`src/rtl/delay_arbiter.sv`:
```
// delay_arbiter: round-robin arbiter sharing one down-counting delay timer
// among NUM_REQ requesters. A grant loads the winner's delay; done pulses
// to the winner D+1 cycles after its grant.
// Optional feature: define DELAY_ARBITER_ABORT_EN to add an abort input that
// cancels an in-flight count without a done pulse.
module delay_arbiter #(
  parameter int unsigned NUM_REQ   = 4,
  parameter int unsigned CNT_WIDTH = 16
) (
  input  logic                           clk,
  input  logic                           resetn,
`ifdef DELAY_ARBITER_ABORT_EN
  input  logic                           abort,
`endif
  input  logic [NUM_REQ-1:0]             req,
  input  logic [NUM_REQ*CNT_WIDTH-1:0]   delay_in,
  output logic [NUM_REQ-1:0]             grant,
  output logic [NUM_REQ-1:0]             done,
  output logic                           busy,
  output logic [$clog2(NUM_REQ)-1:0]     active_id
);

  localparam int unsigned IDW = $clog2(NUM_REQ);
  localparam logic [NUM_REQ-1:0] ONE_HOT0 = NUM_REQ'(1);
  localparam logic [IDW-1:0] LAST_ID = IDW'(NUM_REQ - 1);

  typedef enum logic [1:0] {
    IDLE  = 2'd0,
    COUNT = 2'd1,
    DONE  = 2'd2
  } state_t;

  state_t               state, state_nxt;
  logic [CNT_WIDTH-1:0] cnt, cnt_nxt;
  logic [IDW-1:0]       ptr, ptr_nxt;
  logic [NUM_REQ-1:0]   grant_nxt, done_nxt;
  logic                 busy_nxt;
  logic [IDW-1:0]       id_nxt;

  logic                 hi_found, lo_found;
  logic [IDW-1:0]       hi_w, lo_w, win;
  logic [CNT_WIDTH-1:0] hi_d, lo_d, win_delay;

  // Round-robin pick: first request at or above ptr, else first request overall
  always_comb begin
    hi_found = 1'b0;
    lo_found = 1'b0;
    hi_w     = '0;
    lo_w     = '0;
    hi_d     = '0;
    lo_d     = '0;
    for (int j = 0; j < int'(NUM_REQ); j++) begin
      if (req[j] && !hi_found && (IDW'(j) >= ptr)) begin
        hi_found = 1'b1;
        hi_w     = IDW'(j);
        hi_d     = delay_in[j*CNT_WIDTH +: CNT_WIDTH];
      end
      if (req[j] && !lo_found) begin
        lo_found = 1'b1;
        lo_w     = IDW'(j);
        lo_d     = delay_in[j*CNT_WIDTH +: CNT_WIDTH];
      end
    end
    win       = hi_found ? hi_w : lo_w;
    win_delay = hi_found ? hi_d : lo_d;
  end

  // Next-state and next-output logic; every output is registered below
  always_comb begin
    state_nxt = state;
    cnt_nxt   = cnt;
    ptr_nxt   = ptr;
    grant_nxt = '0;
    done_nxt  = '0;
    busy_nxt  = busy;
    id_nxt    = active_id;
    case (state)
      IDLE: begin
        busy_nxt = 1'b0;
        if (|req) begin
          grant_nxt = ONE_HOT0 << win;
          id_nxt    = win;
          busy_nxt  = 1'b1;
          cnt_nxt   = win_delay;
          ptr_nxt   = (win == LAST_ID) ? '0 : win + IDW'(1);
          state_nxt = COUNT;
        end
      end
      COUNT: begin
        busy_nxt = 1'b1;
`ifdef DELAY_ARBITER_ABORT_EN
        if (abort) begin
          busy_nxt  = 1'b0;
          state_nxt = IDLE;
        end else
`endif
        if (cnt != '0) begin
          cnt_nxt = cnt - CNT_WIDTH'(1);
        end else begin
          done_nxt  = ONE_HOT0 << active_id;
          state_nxt = DONE;
        end
      end
      DONE: begin
        busy_nxt  = 1'b0;
        state_nxt = IDLE;
      end
      default: begin
        busy_nxt  = 1'b0;
        state_nxt = IDLE;
      end
    endcase
  end

  // State, timer, pointer and output registers
  always_ff @(posedge clk or negedge resetn) begin
    if (!resetn) begin
      state     <= IDLE;
      cnt       <= '0;
      ptr       <= '0;
      grant     <= '0;
      done      <= '0;
      busy      <= 1'b0;
      active_id <= '0;
    end else begin
      state     <= state_nxt;
      cnt       <= cnt_nxt;
      ptr       <= ptr_nxt;
      grant     <= grant_nxt;
      done      <= done_nxt;
      busy      <= busy_nxt;
      active_id <= id_nxt;
    end
  end

endmodule

```
`config.mk`:
```
export PLATFORM = sky130hd
export DESIGN_NAME = delay_arbiter
export DESIGN_NICKNAME = d
export VERILOG_FILES = /design/src/rtl/delay_arbiter.sv
export SDC_FILE = /design/constraint.sdc
export NUM_CORES = 1
export LEC_CHECK = 0
export BUFFER_PORTS_ARGS = -buffer_cell sky130_fd_sc_hd__buf_2
export CORE_ASPECT_RATIO = 1.75
export CORE_UTILIZATION = 55
export CTS_CLUSTER_SIZE = 40
export DETAILED_ROUTE_END_ITERATION = 7
export PLACE_DENSITY = 0.86
export SETUP_SLACK_MARGIN = 0.1
export SYNTH_ARGS = -nofsm -noshare
export SYNTH_HDL_FRONTEND = slang
export SYNTH_SLANG_ARGS = --single-unit
```
`constraint.sdc`:
```
create_clock -name clk -period 5.3 [get_ports clk]
set_clock_uncertainty 0.2 [all_clocks]
set_input_delay 1.06 -clock clk [delete_from_list [all_inputs] [get_ports clk]]
set_output_delay 1.06 -clock clk [all_outputs]
set_load 0.05 [all_outputs]
```
==> impl_metrics.env, run 1 <==
export IMPL_drive_above_1_share_pct=25.5
export IMPL_cts_root_buf="clkbuf_8"
export IMPL_num_io_pins=81
export IMPL_r2r_setup_slack_ps=2360
export IMPL_die_w_um=52.9
export IMPL_hp_class="reg2reg"
export IMPL_post_cts_buffers=0
export IMPL_nets=474
export IMPL_hpwl_mm=5.20
export IMPL_hold_depth=1
export IMPL_routabilityCongestion=0.916
export IMPL_final_hold_violation_count=0
export IMPL_cts_num_sinks=31
export IMPL_num_rows=32
export IMPL_min_period_over_period_pct=58.9
export IMPL_r2r_end="cnt[6]"
export IMPL_maxSlewViolCount=0
export IMPL_yosysUniqueCellTypes=46
export IMPL_clkTransAtPathRegs_ps=70
export IMPL_htreeDepth=2
export IMPL_grt_pass1_wl_mm=11.9
export IMPL_stdcell_count=451
export IMPL_startpoint_type="input port"
export IMPL_rsz0062_at_grt="no"
export IMPL_grt_pass1_vias=2708
export IMPL_grt_overflow=0
export IMPL_end_kind="flip-flop"
export IMPL_leakagePower_nw=1.39
export IMPL_die_h_um=91.0
export IMPL_areaGrowthSynthToFinish_pct=19.4
export IMPL_ys_warn_count=0
export IMPL_clk_latency_ps=280
export IMPL_synth_area_per_cell_um2=7.41
export IMPL_r2r_start="cnt[0]"
export IMPL_drc_errors=0
export IMPL_worst_pin_slew_ps=944
export IMPL_status="finished, final reports clean"
export IMPL_grt_max_degree=38
export IMPL_synth_edf_count=0
export IMPL_crit_fanout=37
export IMPL_hold_path_startpoint="active_id[0]"
export IMPL_place_port_buffers=80
export IMPL_cts_buffers=5
export IMPL_yosysSeqAreaShare_pct=31.2
export IMPL_antenna_found_initial=0
export IMPL_syn_num_nets=411
export IMPL_wire_per_inst_um=16.0
export IMPL_min_period_ps=3120
export IMPL_antenna_cells=0
export IMPL_viasPerCell=6.31
export IMPL_critPathArrivalTime_ps=3100
export IMPL_setup_tns_ps=0
export IMPL_synth_area_leader_cell="dfrtp_1"
export IMPL_r2r_cells=9
export IMPL_syn_area_um2=2490
export IMPL_p_per_area_nw_per_um2=307
export IMPL_cp_required_ps=5280
export IMPL_maxCapViolCount=0
export IMPL_postCtsHoldBufs=0
export IMPL_dieArea_um2=4810
export IMPL_hold_path_end="done[0]"
export IMPL_grtUsageTotal_pct=32.1
export IMPL_synth_cells=336
export IMPL_ys_top_cells_by_area="dfrtp_1 31%, a21oi_1 10%, nand2_1 6.9%"
export IMPL_ant_nets=0
export IMPL_ys_ff_latch=31
export IMPL_crit_type="in2reg"
export IMPL_maxSlewHeadroom_pct=37.0
export IMPL_drt_pass1_iter_count=7
export IMPL_drtIter0Drc=103
export IMPL_coreArea_um2=4360
export IMPL_dp_cells=443
export IMPL_achievable_frequency_ghz=0.320
export IMPL_irDropWorstVdd_uv=199
export IMPL_routed_wirelength_mm=7.20
export IMPL_synth_async_reset_ratio_pct=100
export IMPL_cts_tree="yes"
export IMPL_ys_flop_type="dfrtp_1"
export IMPL_cts_max_path_buffers=2
export IMPL_cts_resized=0
export IMPL_start_util_pct=57.0
export IMPL_vias=2848
export IMPL_setup_viol=0
export IMPL_synth_top_area_share_pct=31.2
## metal layers
layer	GRT usage (%)	wire, um	up-vias
met5	0	0	-
met4	16.9	212	0
met3	3.35	441	19
met2	53.4	3790	162
met1	39.0	2760	1305
li1	-	-	1362
## flip-flops by register name (all words and copies together), names as in the netlist
register / count
ptr: 2
state: 2
cnt: 16
done: 4
busy: 1
active_id: 2
grant: 4
## report_power, final
part | switching, mW | internal [mW] | leakage, nW
logic | 0.167 | 0.118 | 0.951
clock network | 0.0922 | 0.152 | 0.0612
registers | 0.0889 | 0.295 | 0.379
## kinds of logic (layout without fill, tap and decap cells)
| family | Yosys count | count (layout) | synth area share (%) |
|---|---|---|---|
| compound gates | 131 | 131 | 33.8 |
| simple gates | 129 | 129 | 25.4 |
| buf+inv | 39 | 103 | 6.64 |
| flops | 31 | 31 | 31.2 |
| fa+ha+maj | 5 | 5 | 2.51 |
| mux | 1 | 1 | 0.452 |
## synth_stat cells (8+ instances only)
cell type / count
a21oi_1: 51
a221oi_1: 8
a311oi_1: 10
and3_1: 13
clkbuf_1: 21
dfrtp_1: 31
inv_1: 11
nand2_1: 46
nand2b_1: 11
nor2_1: 22
nor3_1: 11
o21ai_0: 34
## final cells by class
type                    instances  area, um2
clock buffers                   6       82.6
multi-input cells             266       1550
inverters                      13       48.8
flip-flops and latches         31        776
clock inverters                 2       35.0
repair buffers                 82        415
fillers                       366       1390
well taps                      51       63.8
## placed cells by master, fill, tap and decap left out, types with 10 or more instances in the layout
cell type / synthesis / routed
inv_1: 11 / 11
nand2_1: 46 / 46
buf_2: 3 / 80
a21oi_1: 51 / 51
nor2_1: 22 / 21
dfrtp_1: 31 / 31
nand2b_1: 11 / 11
o21ai_0: 34 / 34
a311oi_1: 10 / 10
nor3_1: 11 / 11
and3_1: 13 / 13
## per-stage QoR
stage	hold WS [ps]	power (mW)	cell area [um2]	worst slack, ps	util [%]
after CTS	290	0.906	2970	2210	68.1
after detailed placement	277	0.664	2850	1950	65.4
final	281	0.913	2970	2180	68.1
after global placement	268	0.654	2850	2080	65.4
after global routing	296	0.967	2970	1980	68.1
after floorplan	283	0.570	2490	2310	-
## worst max-delay path by stage
stage | from | to | slack (ps) | cells past startpoint
after floorplan | req[3] | grant[0] | 2310 | 8
after global placement | req[3] | cnt[6] | 2080 | 8
after detailed placement | req[3] | cnt[6] | 1950 | 8
after CTS | req[3] | cnt[6] | 2210 | 8
after global routing | req[3] | cnt[6] | 1980 | 8
final | req[3] | cnt[6] | 2180 | 8
## worst max-delay path, cell delays in order
cell and delay (ps):
buf_2 470, nor4_1 200, a21oi_1 330, o31ai_4 230, inv_2 270, o21ai_0 130, nor2b_1 160, a311oi_1 240
(Power assumes the default switching activity.)
==> run 2, diff against run 1 <==
--- a/config.mk
+++ b/config.mk
@@ -7,10 +7,10 @@
 export LEC_CHECK = 0
 export BUFFER_PORTS_ARGS = -buffer_cell sky130_fd_sc_hd__buf_2
 export CORE_ASPECT_RATIO = 1.75
-export CORE_UTILIZATION = 55
+export CORE_UTILIZATION = 51
 export CTS_CLUSTER_SIZE = 40
 export DETAILED_ROUTE_END_ITERATION = 7
-export PLACE_DENSITY = 0.86
+export PLACE_DENSITY = 0.8
 export SETUP_SLACK_MARGIN = 0.1
 export SYNTH_ARGS = -nofsm -noshare
 export SYNTH_HDL_FRONTEND = slang
==> constraint.sdc (replaced) <==
create_clock -name clk -period 3.2 [get_ports clk]
set_clock_uncertainty 0.2 [all_clocks]
set_input_delay 0.64 -clock clk [delete_from_list [all_inputs] [get_ports clk]]
set_output_delay 0.64 -clock clk [all_outputs]
set_load 0.05 [all_outputs]
==> impl_metrics.env, run 2 (synthesis gave the netlist of run 1 again) <==
export IMPL_die_w_um=54.8
export IMPL_grtUsageTotal_pct=31.4
export IMPL_min_period_ps=2710
export IMPL_ant_nets=0
export IMPL_num_rows=33
export IMPL_end_kind="flip-flop"
export IMPL_switching_share_pct=37.7
export IMPL_cts_num_sinks=31
export IMPL_clk_latency_ps=290
export IMPL_rsz0062_at_grt="no"
export IMPL_min_period_over_period_pct=84.5
export IMPL_grt_pass1_wl_mm=12.0
export IMPL_grt_overflow=0
export IMPL_start_util_pct=53.3
export IMPL_place_port_buffers=80
export IMPL_viasPerCell=6.15
export IMPL_worst_pin_slew_ps=739
export IMPL_cts_tree="yes"
export IMPL_r2r_start="cnt[8]"
export IMPL_htreeDepth=2
export IMPL_areaGrowthSynthToFinish_pct=20.9
export IMPL_coreArea_um2=4670
export IMPL_largest_register="cnt"
export IMPL_cts_root_buf="clkbuf_8"
export IMPL_largest_reg_flops=16
export IMPL_drtIter0Drc=121
export IMPL_status="finished, final reports clean"
export IMPL_layout_common_cells="80 x buf_2, 51 x a21oi_1, 46 x nand2_1, 34 x o21ai_0, 31 x dfrtp_1"
export IMPL_startpoint_type="flip-flop"
export IMPL_intPower_uw=939
export IMPL_clkTransAtPathRegs_ps=70
export IMPL_p_per_area_nw_per_um2=501
export IMPL_grt_pass1_vias=2668
export IMPL_power_frac_seq_pct=42.2
export IMPL_dieArea_um2=5170
export IMPL_holdWs_ps=180
export IMPL_cts_max_path_buffers=2
export IMPL_r2r_end="cnt[6]"
export IMPL_cts_resized=0
export IMPL_routabilityCongestion=0.926
export IMPL_antenna_found_initial=0
export IMPL_post_cts_buffers=0
export IMPL_hp_class="in2async"
export IMPL_num_io_pins=81
export IMPL_vias=2811
export IMPL_pwr_share_clk_pct=26.9
export IMPL_final_common_cell="buf_2"
export IMPL_irDropWorstVdd_uv=374
export IMPL_hpwl_mm=5.30
export IMPL_drt_pass1_iter_count=5
export IMPL_leakagePower_nw=1.41
export IMPL_reg_top3="cnt (16), done (4), grant (4)"
export IMPL_postCtsHoldBufs=0
export IMPL_drive_above_1_share_pct=26.2
export IMPL_drc_errors=0
export IMPL_routed_wirelength_mm=7.09
export IMPL_power_frac_comb_pct=30.9
export IMPL_antenna_cells=0
export IMPL_maxSlewViolCount=0
export IMPL_critPathArrivalTime_ps=2660
export IMPL_nets=479
export IMPL_setup_viol=0
export IMPL_crit_type="reg2reg"
export IMPL_setup_tns_ps=0
export IMPL_maxCapViolCount=0
export IMPL_r2r_cells=7
export IMPL_cp_required_ps=3160
export IMPL_achievable_frequency_ghz=0.370
export IMPL_die_h_um=94.4
export IMPL_wire_per_inst_um=15.5
export IMPL_maxSlewHeadroom_pct=50.4
export IMPL_grt_max_degree=35
export IMPL_crit_fanout=16
export IMPL_final_hold_violation_count=0
export IMPL_r2r_setup_slack_ps=490
export IMPL_power_switching_uw=569
export IMPL_cts_buffers=5
## run 2: changes by cell type in the layout (fill, tap and decap cells not counted), sizes merged
cell / previous run / this run
buf: 82 / 87
## run 2: worst max-delay path, cell delays in order, from the launching register on
cell and delay [ps]:
dfrtp_1 420, or3_1 410, or3_4 380, o31ai_4 570, inv_2 270, o21ai_0 130
nor2b_1 150, a311oi_1 50
## run 2: cell type report
type	instances	area [um2]
flip-flops and latches	31	776
inverters	13	48.8
well taps	52	65.1
repair buffers	87	453
fillers	443	1660
multi-input cells	266	1550
clock buffers	6	82.6
clock inverters	2	35.0
## run 2: per-stage QoR
step | setup slack (ps) | total power, mW | cells | utilization, % | instance area [um2]
global placement | 473 | 1.08 | 449 | 61.9 | 2890
floorplan | 630 | 0.944 | 336 | - | 2490
global route | 314 | 1.62 | 457 | 64.5 | 3010
CTS | 494 | 1.51 | 457 | 64.5 | 3010
finish | 495 | 1.51 | 457 | 64.5 | 3010
detailed placement | 409 | 1.10 | 449 | 61.9 | 2890
## run 2: power groups by stage
stage | logic, mW | clock network (mW) | registers (mW)
floorplan | 0.353 | 0 | 0.591
global placement | 0.448 | 0 | 0.630
detailed placement | 0.464 | 0 | 0.636
CTS | 0.465 | 0.412 | 0.631
global route | 0.534 | 0.428 | 0.654
finish | 0.466 | 0.405 | 0.637
## run 2: worst max-delay path by stage
stage | startpoint | to | slack [ps] | depth (start not counted)
global route | cnt[8] | cnt[6] | 310 | 7
CTS | cnt[8] | cnt[6] | 490 | 7
detailed placement | req[0] | cnt[4] | 410 | 6
floorplan | req[3] | grant[0] | 630 | 8
global placement | req[0] | cnt[2] | 470 | 6
finish | cnt[8] | cnt[6] | 490 | 7
## run 2: layer usage
metal	share of wire [%]	wire length (um)	track usage (%)
met1	39	2800	39.1
met2	53	3750	52.7
met3	6.0	427	4.35
met4	1.7	119	11.1
met5	0	0	0
